--- src/rtl/ram_fifo_ctrl_pkg.sv ---
// Shared constants for the RAM-backed stream FIFO controller.
package ram_fifo_ctrl_pkg;

    localparam int unsigned DefAw    = 9;
    localparam int unsigned DefDw    = 64;
    // Output buffer entries that absorb the RAM read latency.
    localparam int unsigned BufDepth = 2;

endpackage

--- src/rtl/ram_fifo_ctrl_if.sv ---
// Push/pop stream handshake between a producer/consumer and the FIFO controller.
interface ram_fifo_ctrl_if #(
    parameter int unsigned DW = 64
) ();

    logic          in_valid;
    logic          in_ready;
    logic [DW-1:0] in_data;
    logic          out_valid;
    logic          out_ready;
    logic [DW-1:0] out_data;

    // Producer/consumer side.
    modport master (
        output in_valid, in_data, out_ready,
        input  in_ready, out_valid, out_data
    );

    // FIFO side.
    modport slave (
        input  in_valid, in_data, out_ready,
        output in_ready, out_valid, out_data
    );

endinterface

--- src/rtl/ram_fifo_ctrl_fifo_out_buf.sv ---
// Two-entry registered output buffer; entry 0 is always the head.
module fifo_out_buf #(
    parameter int unsigned DW = 64
) (
    input  logic          clk,
    input  logic          rst,
    input  logic          clr,
    input  logic          in_valid,
    input  logic [DW-1:0] in_data,
    output logic          out_valid,
    input  logic          out_ready,
    output logic [DW-1:0] out_data,
    output logic [1:0]    cnt
);

    logic [DW-1:0] e0_q, e0_d, e1_q, e1_d;
    logic [1:0]    cnt_q, cnt_d;
    logic          pop;

    assign out_valid = (cnt_q != 2'd0);
    assign out_data  = e0_q;
    assign cnt       = cnt_q;
    assign pop       = out_valid & out_ready;

    // Next-state for entries and count; the caller never writes into a full buffer.
    always_comb begin
        e0_d  = e0_q;
        e1_d  = e1_q;
        cnt_d = cnt_q;
        if (clr) begin
            cnt_d = 2'd0;
        end else begin
            case ({in_valid, pop})
                2'b11: begin
                    if (cnt_q == 2'd2) begin
                        e0_d = e1_q;
                        e1_d = in_data;
                    end else begin
                        e0_d = in_data;
                    end
                end
                2'b01: begin
                    e0_d  = e1_q;
                    cnt_d = cnt_q - 2'd1;
                end
                2'b10: begin
                    if (cnt_q == 2'd0) e0_d = in_data;
                    else               e1_d = in_data;
                    cnt_d = cnt_q + 2'd1;
                end
                default: ;
            endcase
        end
    end

    // Occupancy register.
    always_ff @(posedge clk or negedge rst) begin
        if (!rst) cnt_q <= 2'd0;
        else      cnt_q <= cnt_d;
    end

    // Data registers carry no reset.
    always_ff @(posedge clk) begin
        e0_q <= e0_d;
        e1_q <= e1_d;
    end

endmodule

--- src/rtl/ram_fifo_ctrl.sv ---
// Access-side controller turning a 1-cycle-latency dual-port RAM into a stream FIFO.
module ram_fifo_ctrl
    import ram_fifo_ctrl_pkg::*;
#(
    parameter int unsigned AW    = DefAw,
    parameter int unsigned DW    = DefDw,
    parameter int unsigned DEPTH = (1 << AW)
) (
    input  logic          clk,
    input  logic          rst,
    input  logic          flush,
    ram_fifo_ctrl_if.slave bus,
    output logic [AW+1:0] level,
    output logic [AW-1:0] ram_waddr,
    output logic [DW-1:0] ram_wr,
    output logic          ram_we,
    output logic [AW-1:0] ram_raddr,
    output logic          ram_re,
    input  logic [DW-1:0] ram_rd
);

    localparam logic [AW:0] FullCnt = (AW+1)'(DEPTH);

    logic [AW:0]   wptr_q, rptr_q, ram_cnt_q, ram_cnt_d;
    logic          inflight_q;
    logic [AW+1:0] level_q, level_d;
    logic [1:0]    buf_cnt, buf_cnt_d;
    logic [2:0]    occ;
    logic          in_ready_w, push, pop, re;

    // Ready is held low while reset is asserted.
    assign in_ready_w   = rst & (ram_cnt_q != FullCnt);
    assign bus.in_ready = in_ready_w;
    assign push         = bus.in_valid & in_ready_w & ~flush;
    assign pop          = bus.out_valid & bus.out_ready;

    // Words that will sit in the buffer after this cycle if no read is issued.
    assign occ = {1'b0, buf_cnt} + {2'b00, inflight_q} - {2'b00, pop};
    // ram_cnt excludes this cycle's write, so a read never hits the write address.
    assign re  = ~flush & (ram_cnt_q != '0) & (occ < 3'(BufDepth));

    assign ram_we    = push;
    assign ram_waddr = wptr_q[AW-1:0];
    assign ram_wr    = bus.in_data;
    assign ram_re    = re;
    assign ram_raddr = rptr_q[AW-1:0];
    assign level     = level_q;

    // Next RAM count, buffer count and total level.
    always_comb begin
        ram_cnt_d = ram_cnt_q + (AW+1)'(push) - (AW+1)'(re);
        buf_cnt_d = buf_cnt + {1'b0, inflight_q} - {1'b0, pop};
        if (flush) begin
            ram_cnt_d = '0;
            buf_cnt_d = 2'd0;
        end
        level_d = {1'b0, ram_cnt_d} + (AW+2)'(re) + (AW+2)'(buf_cnt_d);
    end

    // Pointer, count and in-flight state.
    always_ff @(posedge clk or negedge rst) begin
        if (!rst) begin
            wptr_q     <= '0;
            rptr_q     <= '0;
            ram_cnt_q  <= '0;
            inflight_q <= 1'b0;
            level_q    <= '0;
        end else if (flush) begin
            wptr_q     <= '0;
            rptr_q     <= '0;
            ram_cnt_q  <= '0;
            inflight_q <= 1'b0;
            level_q    <= '0;
        end else begin
            wptr_q     <= wptr_q + (AW+1)'(push);
            rptr_q     <= rptr_q + (AW+1)'(re);
            ram_cnt_q  <= ram_cnt_d;
            inflight_q <= re;
            level_q    <= level_d;
        end
    end

    // Read data returns one cycle after issue and lands in the buffer tail.
    fifo_out_buf #(
        .DW (DW)
    ) u_out_buf (
        .clk       (clk),
        .rst       (rst),
        .clr       (flush),
        .in_valid  (inflight_q),
        .in_data   (ram_rd),
        .out_valid (bus.out_valid),
        .out_ready (bus.out_ready),
        .out_data  (bus.out_data),
        .cnt       (buf_cnt)
    );

endmodule

--- src/flat_wrapper.sv ---
// flat-port wrapper written by rule: the top's interface ports become plain ports
module ram_fifo_ctrl_flat import ram_fifo_ctrl_pkg::*;
#(
    parameter int unsigned AW    = DefAw,
    parameter int unsigned DW    = DefDw,
    parameter int unsigned DEPTH = (1 << AW)
)
  (clk, rst, flush, level, ram_waddr, ram_wr, ram_we, ram_raddr, ram_re, ram_rd, bus_in_valid, bus_in_data, bus_out_ready, bus_in_ready, bus_out_valid, bus_out_data);
  ram_fifo_ctrl_if #(.DW(DW)) bus_i ();
  input  logic clk;
  input  logic rst;
  input  logic flush;
  output logic [AW+1:0] level;
  output logic [AW-1:0] ram_waddr;
  output logic [DW-1:0] ram_wr;
  output logic ram_we;
  output logic [AW-1:0] ram_raddr;
  output logic ram_re;
  input  logic [DW-1:0] ram_rd;
  input wire logic [$bits(bus_i.in_valid)-1:0] bus_in_valid;
  input wire logic [$bits(bus_i.in_data)-1:0] bus_in_data;
  input wire logic [$bits(bus_i.out_ready)-1:0] bus_out_ready;
  output wire logic [$bits(bus_i.in_ready)-1:0] bus_in_ready;
  output wire logic [$bits(bus_i.out_valid)-1:0] bus_out_valid;
  output wire logic [$bits(bus_i.out_data)-1:0] bus_out_data;
  assign bus_i.in_valid = bus_in_valid;
  assign bus_i.in_data = bus_in_data;
  assign bus_i.out_ready = bus_out_ready;
  assign bus_in_ready = bus_i.in_ready;
  assign bus_out_valid = bus_i.out_valid;
  assign bus_out_data = bus_i.out_data;
  ram_fifo_ctrl #(.AW(AW), .DW(DW), .DEPTH(DEPTH)) u_core (.clk(clk), .rst(rst), .flush(flush), .bus(bus_i), .level(level), .ram_waddr(ram_waddr), .ram_wr(ram_wr), .ram_we(ram_we), .ram_raddr(ram_raddr), .ram_re(ram_re), .ram_rd(ram_rd));
endmodule
--- config.mk ---
export PLATFORM = sky130hd
export DESIGN_NAME = ram_fifo_ctrl_flat
export DESIGN_NICKNAME = d
export VERILOG_FILES = /design/src/rtl/ram_fifo_ctrl_pkg.sv /design/src/rtl/ram_fifo_ctrl_if.sv /design/src/rtl/ram_fifo_ctrl_fifo_out_buf.sv /design/src/rtl/ram_fifo_ctrl.sv /design/src/flat_wrapper.sv
export SDC_FILE = /design/constraint.sdc
export NUM_CORES = 1
export LEC_CHECK = 0
export ABC_AREA = 0
export CAP_MARGIN = 15
export CORE_UTILIZATION = 44
export CTS_CLUSTER_DIAMETER = 60
export DETAILED_ROUTE_END_ITERATION = 10
export PLACE_DENSITY = 0.84
export REMOVE_ABC_BUFFERS = 1
export SETUP_SLACK_MARGIN = 0.5
export SLEW_MARGIN = 10
export SYNTH_ARGS = -nofsm -noshare
export SYNTH_HDL_FRONTEND = slang
export SYNTH_HIERARCHICAL = 1
export SYNTH_SLANG_ARGS = --single-unit
--- constraint.sdc ---
create_clock -name clk -period 12.5 [get_ports clk]
set_clock_uncertainty 0.15 [all_clocks]
set_input_delay 1.25 -clock clk [delete_from_list [all_inputs] [get_ports clk]]
set_output_delay 1.25 -clock clk [all_outputs]
set_load 0.02 [all_outputs]
==> flow_summary.json <==
{
  "cts_made_buffers": 17,
  "synth_top_family_by_area": "multiplexers",
  "cts_tree": "yes",
  "min_period_ns": 6.571,
  "tns_ns": 0,
  "grt_pass1_wl_mm": 30.48,
  "switching_share_pct": 33.70,
  "final_cell_mix": "clkdlybuf4s50_1 (164), edfxtp_1 (128), mux2_2 (55)",
  "hold_path.class": "reg2reg",
  "cts_sinks": 170,
  "synth-xor-area-share_pct": 2.290,
  "path_clk_slew_ns": 0.07,
  "crit_family": "adder cells",
  "clockPowerShare_pct": 25.5,
  "cts-resized-gates": 0,
  "cts_root_buffer": "clkbuf_16",
  "synth_edf_count": 128,
  "slew_viol_final": 0,
  "grt_pass1_vias": 4699,
  "clk_latency_ns": 0.43,
  "synth.mux.area_fraction_pct": 9.830,
  "p_leak_nw": 3.542,
  "crit_arrival_ns": 6.73,
  "crit_top_cell": "ha_1",
  "synth_cells": 518,
  "rows": 47,
  "die_area_um2": 17920,
  "wl_per_cell_um": 24.48,
  "highest_layer": "met5",
  "synth_compound_area_share_pct": 3.566,
  "vias_per_cell": 5.380,
  "route.layer.met1.wl_mm": 7.778,
  "crit_path_max_fanout": 7,
  "rr_endpoint": "u_core/level[9]$_DFF_PN0_",
  "yosysUniqueCellTypes": 49,
  "required_ns": 12.66,
  "synth_fa_ha_area_share_pct": 4.645,
  "cts_setup_buffers": 0,
  "register_area_um2": 4895,
  "finalSetupViolCount": 0,
  "critPathMaxStageDelay_ns": 0.53,
  "ys_seq_area_share_pct": 63.98,
  "hold_slack_ns": 0.3857,
  "ios": 294,
  "switchingPower_w": 0.0006866,
  "crit_chain": "clkdlybuf4s50_1, and2_1, ha_1, inv_1, ha_1, inv_1, fa_1, xnor2_1, nand3b_1, a21oi_1, ha_1, inv_1, ha_1, fa_1, nand2b_1, inv_1, ha_1, nand2b_4, a211oi_2, o2111ai_1, or4b_1, or4b_1, xnor2_1",
  "gp_congestion": 0.8640,
  "crit_cells": 23,
  "syn_area_um2": 7650,
  "cp.buffers_inverters": 5,
  "power_density_nw_per_um2": 211.5,
  "fp.dieW_um": 133.9,
  "grt_overflow": 0,
  "max_cap_viol_count": 0,
  "drive_above_1_share_pct": 16.17,
  "p_int_w": 0.001351,
  "fillCellCount": 1269,
  "rsz0062_at_grt": "no",
  "hold_viol": 0,
  "fin_nets": 789,
  "dp_cells": 831,
  "dr.pass1.iters": 4,
  "detail_route.iter0.violations": 360,
  "stdcell_count": 863,
  "endpoint_kind": "register",
  "track_usage_pct": 24.20,
  "reg2regPathDepth": 24,
  "fin_total_pwr_w": 0.002037,
  "yosysWarnings": 6,
  "fmax_mhz": 152.2,
  "ant_nets": 0,
  "status": "complete, no violations",
  "startpoint": "bus_out_ready",
  "place_hpwl_mm": 15.47,
  "worst_pin_slew_ns": 0.9380,
  "layout_commonest_cell": "clkdlybuf4s50_1",
  "slowest_stage": "clkdlybuf4s50_1",
  "num_vias": 4643,
  "reg2reg_setup_slack_ns": 6.30,
  "dr_wl_met2_mm": 9.197,
  "yosys.area_share.simple_pct": 7.033,
  "drt_drc_violations_left": 0,
  "antenna_found_initial": 0,
  "grt_max_degree": 65,
  "multi_input_area_um2": 2111,
  "cts.htree.levels": 4,
  "syn_area_per_cell_um2": 14.77,
  "diodes": 0,
  "crit_end": "u_core/level[9]$_DFF_PN0_",
  "crit_path_start_kind": "input pin",
  "comb_power_share_pct": 36.7,
  "synthArstFlopShare_pct": 24.71,
  "die_h_um": 133.9,
  "hold_buffers": 0,
  "synth_seq_cells": 170,
  "peakVddDrop_uv": 202.0,
  "wl_mm": 21.13,
  "areaGrowthSynthToFinish_pct": 25.89,
  "slew_headroom_pct": 37.47,
  "start_util_pct": 45.64,
  "seqPwrFrac_pct": 37.8,
  "reg2reg_from": "u_core/u_out_buf/cnt[1]$_DFFE_PN0P_",
  "fin_crit_sh_pct": 52.57,
  "setup.worst_path.class": "in2reg",
  "core_um2": 16760,
  "clock_path_buffers": 2,
  "met3WireLength_mm": 3.677,
  "io_buffers": 165,
  "synth_ff_type": "edfxtp_1"
}
==> worst min-delay path by stage <==
| stage | cells past startpoint | end | from |
|---|---|---|---|
| 4_1_cts | 1 | u_core/u_out_buf/out_data[4]$_DFFE_PP_ | u_core/u_out_buf/e1_q[4]$_DFFE_PP_ |
| 6_report | 1 | u_core/u_out_buf/out_data[4]$_DFFE_PP_ | u_core/u_out_buf/e1_q[4]$_DFFE_PP_ |
| 3_5_place_dp | 1 | u_core/u_out_buf/out_data[4]$_DFFE_PP_ | u_core/u_out_buf/e1_q[4]$_DFFE_PP_ |
| 3_3_place_gp | 1 | u_core/u_out_buf/out_data[33]$_DFFE_PP_ | u_core/u_out_buf/e1_q[33]$_DFFE_PP_ |
| 2_1_floorplan | 1 | u_core/u_out_buf/out_data[12]$_DFFE_PP_ | u_core/u_out_buf/e1_q[12]$_DFFE_PP_ |
| 5_1_grt | 1 | u_core/u_out_buf/out_data[12]$_DFFE_PP_ | u_core/u_out_buf/e1_q[12]$_DFFE_PP_ |
==> sequential cells by signal, summed over array words and instances, names as in the netlist <==
name	cells
u_core/inflight_q	1
u_core/level	11
u_core/ram_cnt_q	10
u_core/rptr_q	9
u_core/u_out_buf/cnt	2
u_core/u_out_buf/e1_q	64
u_core/u_out_buf/out_data	64
u_core/wptr_q	9
==> per-stage QoR <==
stage | worst slack [ns] | instance area [um^2] | utilization, %
floorplan | 0.2833 | 7078 | -
global placement | 5.834 | 9047 | 53.98
detailed placement | 5.529 | 9047 | 53.98
CTS | 5.990 | 9630 | 57.46
global route | 5.611 | 9630 | 57.46
finish | 5.929 | 9630 | 57.46
==> power by group through the flow <==
stage                     registers [W]  clock network [W]  logic (W)
after floorplan                0.000862                  0   0.000403
after global placement         0.000777                  0   0.000712
after detailed placement       0.000781                  0   0.000740
after CTS                      0.000770           0.000534   0.000750
after global routing           0.000778           0.000555   0.000812
final                          0.000770           0.000520   0.000748
==> layout make-up <==
cell class | instances | share of cell area [%]
tap | 220 | 2.858
clock inverter | 15 | 1.637
multi-input combinational | 248 | 21.92
inverter | 24 | 0.9354
sequential | 170 | 50.82
clock buffer | 17 | 4.417
timing repair buffer | 169 | 17.41
==> cell usage after synthesis, drive strengths merged, types with 4 or more instances <==
cell / count / area share, %
nand3: 10 / 0.65
xor2: 10 / 1.1
or3: 6 / 0.51
ha: 22 / 3.6
inv: 24 / 1.2
edfxtp: 128 / 50
mux2: 65 / 9.6
o21ai: 8 / 0.52
nand2b: 10 / 0.92
xnor2: 10 / 1.1
nor2b: 8 / 0.65
nand3b: 4 / 0.39
nor3: 7 / 0.46
a21oi: 14 / 0.92
nand2: 9 / 0.44
clkbuf: 5 / 0.25
buf: 71 / 7.2
nor2: 22 / 1.1
fa: 4 / 1.0
dfrtp: 42 / 14
==> metal layers <==
layer / global-route usage [%] / vias up
met5: 6.111 / -
li1: - / 2036
met4: 6.692 / 4
met3: 19.99 / 23
met2: 34.66 / 310
met1: 26.49 / 2270
==> worst reg2reg max path: cells and delay by family (launching register included) <==
family | cells | cell delay, ns
fa+ha+maj | 7 | 2.03
simple gates | 7 | 1.91
compound gates | 3 | 0.82
flops | 1 | 0.48
buf+inv | 5 | 0.36
xor+xnor | 2 | 0.31
==> cell families after synthesis <==
| logic type | count (synthesis) |
|---|---|
| flip-flops | 170 |
| buffers and inverters | 100 |
| AND/OR/NAND/NOR | 96 |
| multiplexers | 67 |
| AO/OA/AOI/OAI | 39 |
| adder cells (fa/ha/maj) | 26 |
| XOR/XNOR | 20 |
Note: power is estimated with default switching activity, not from simulation.
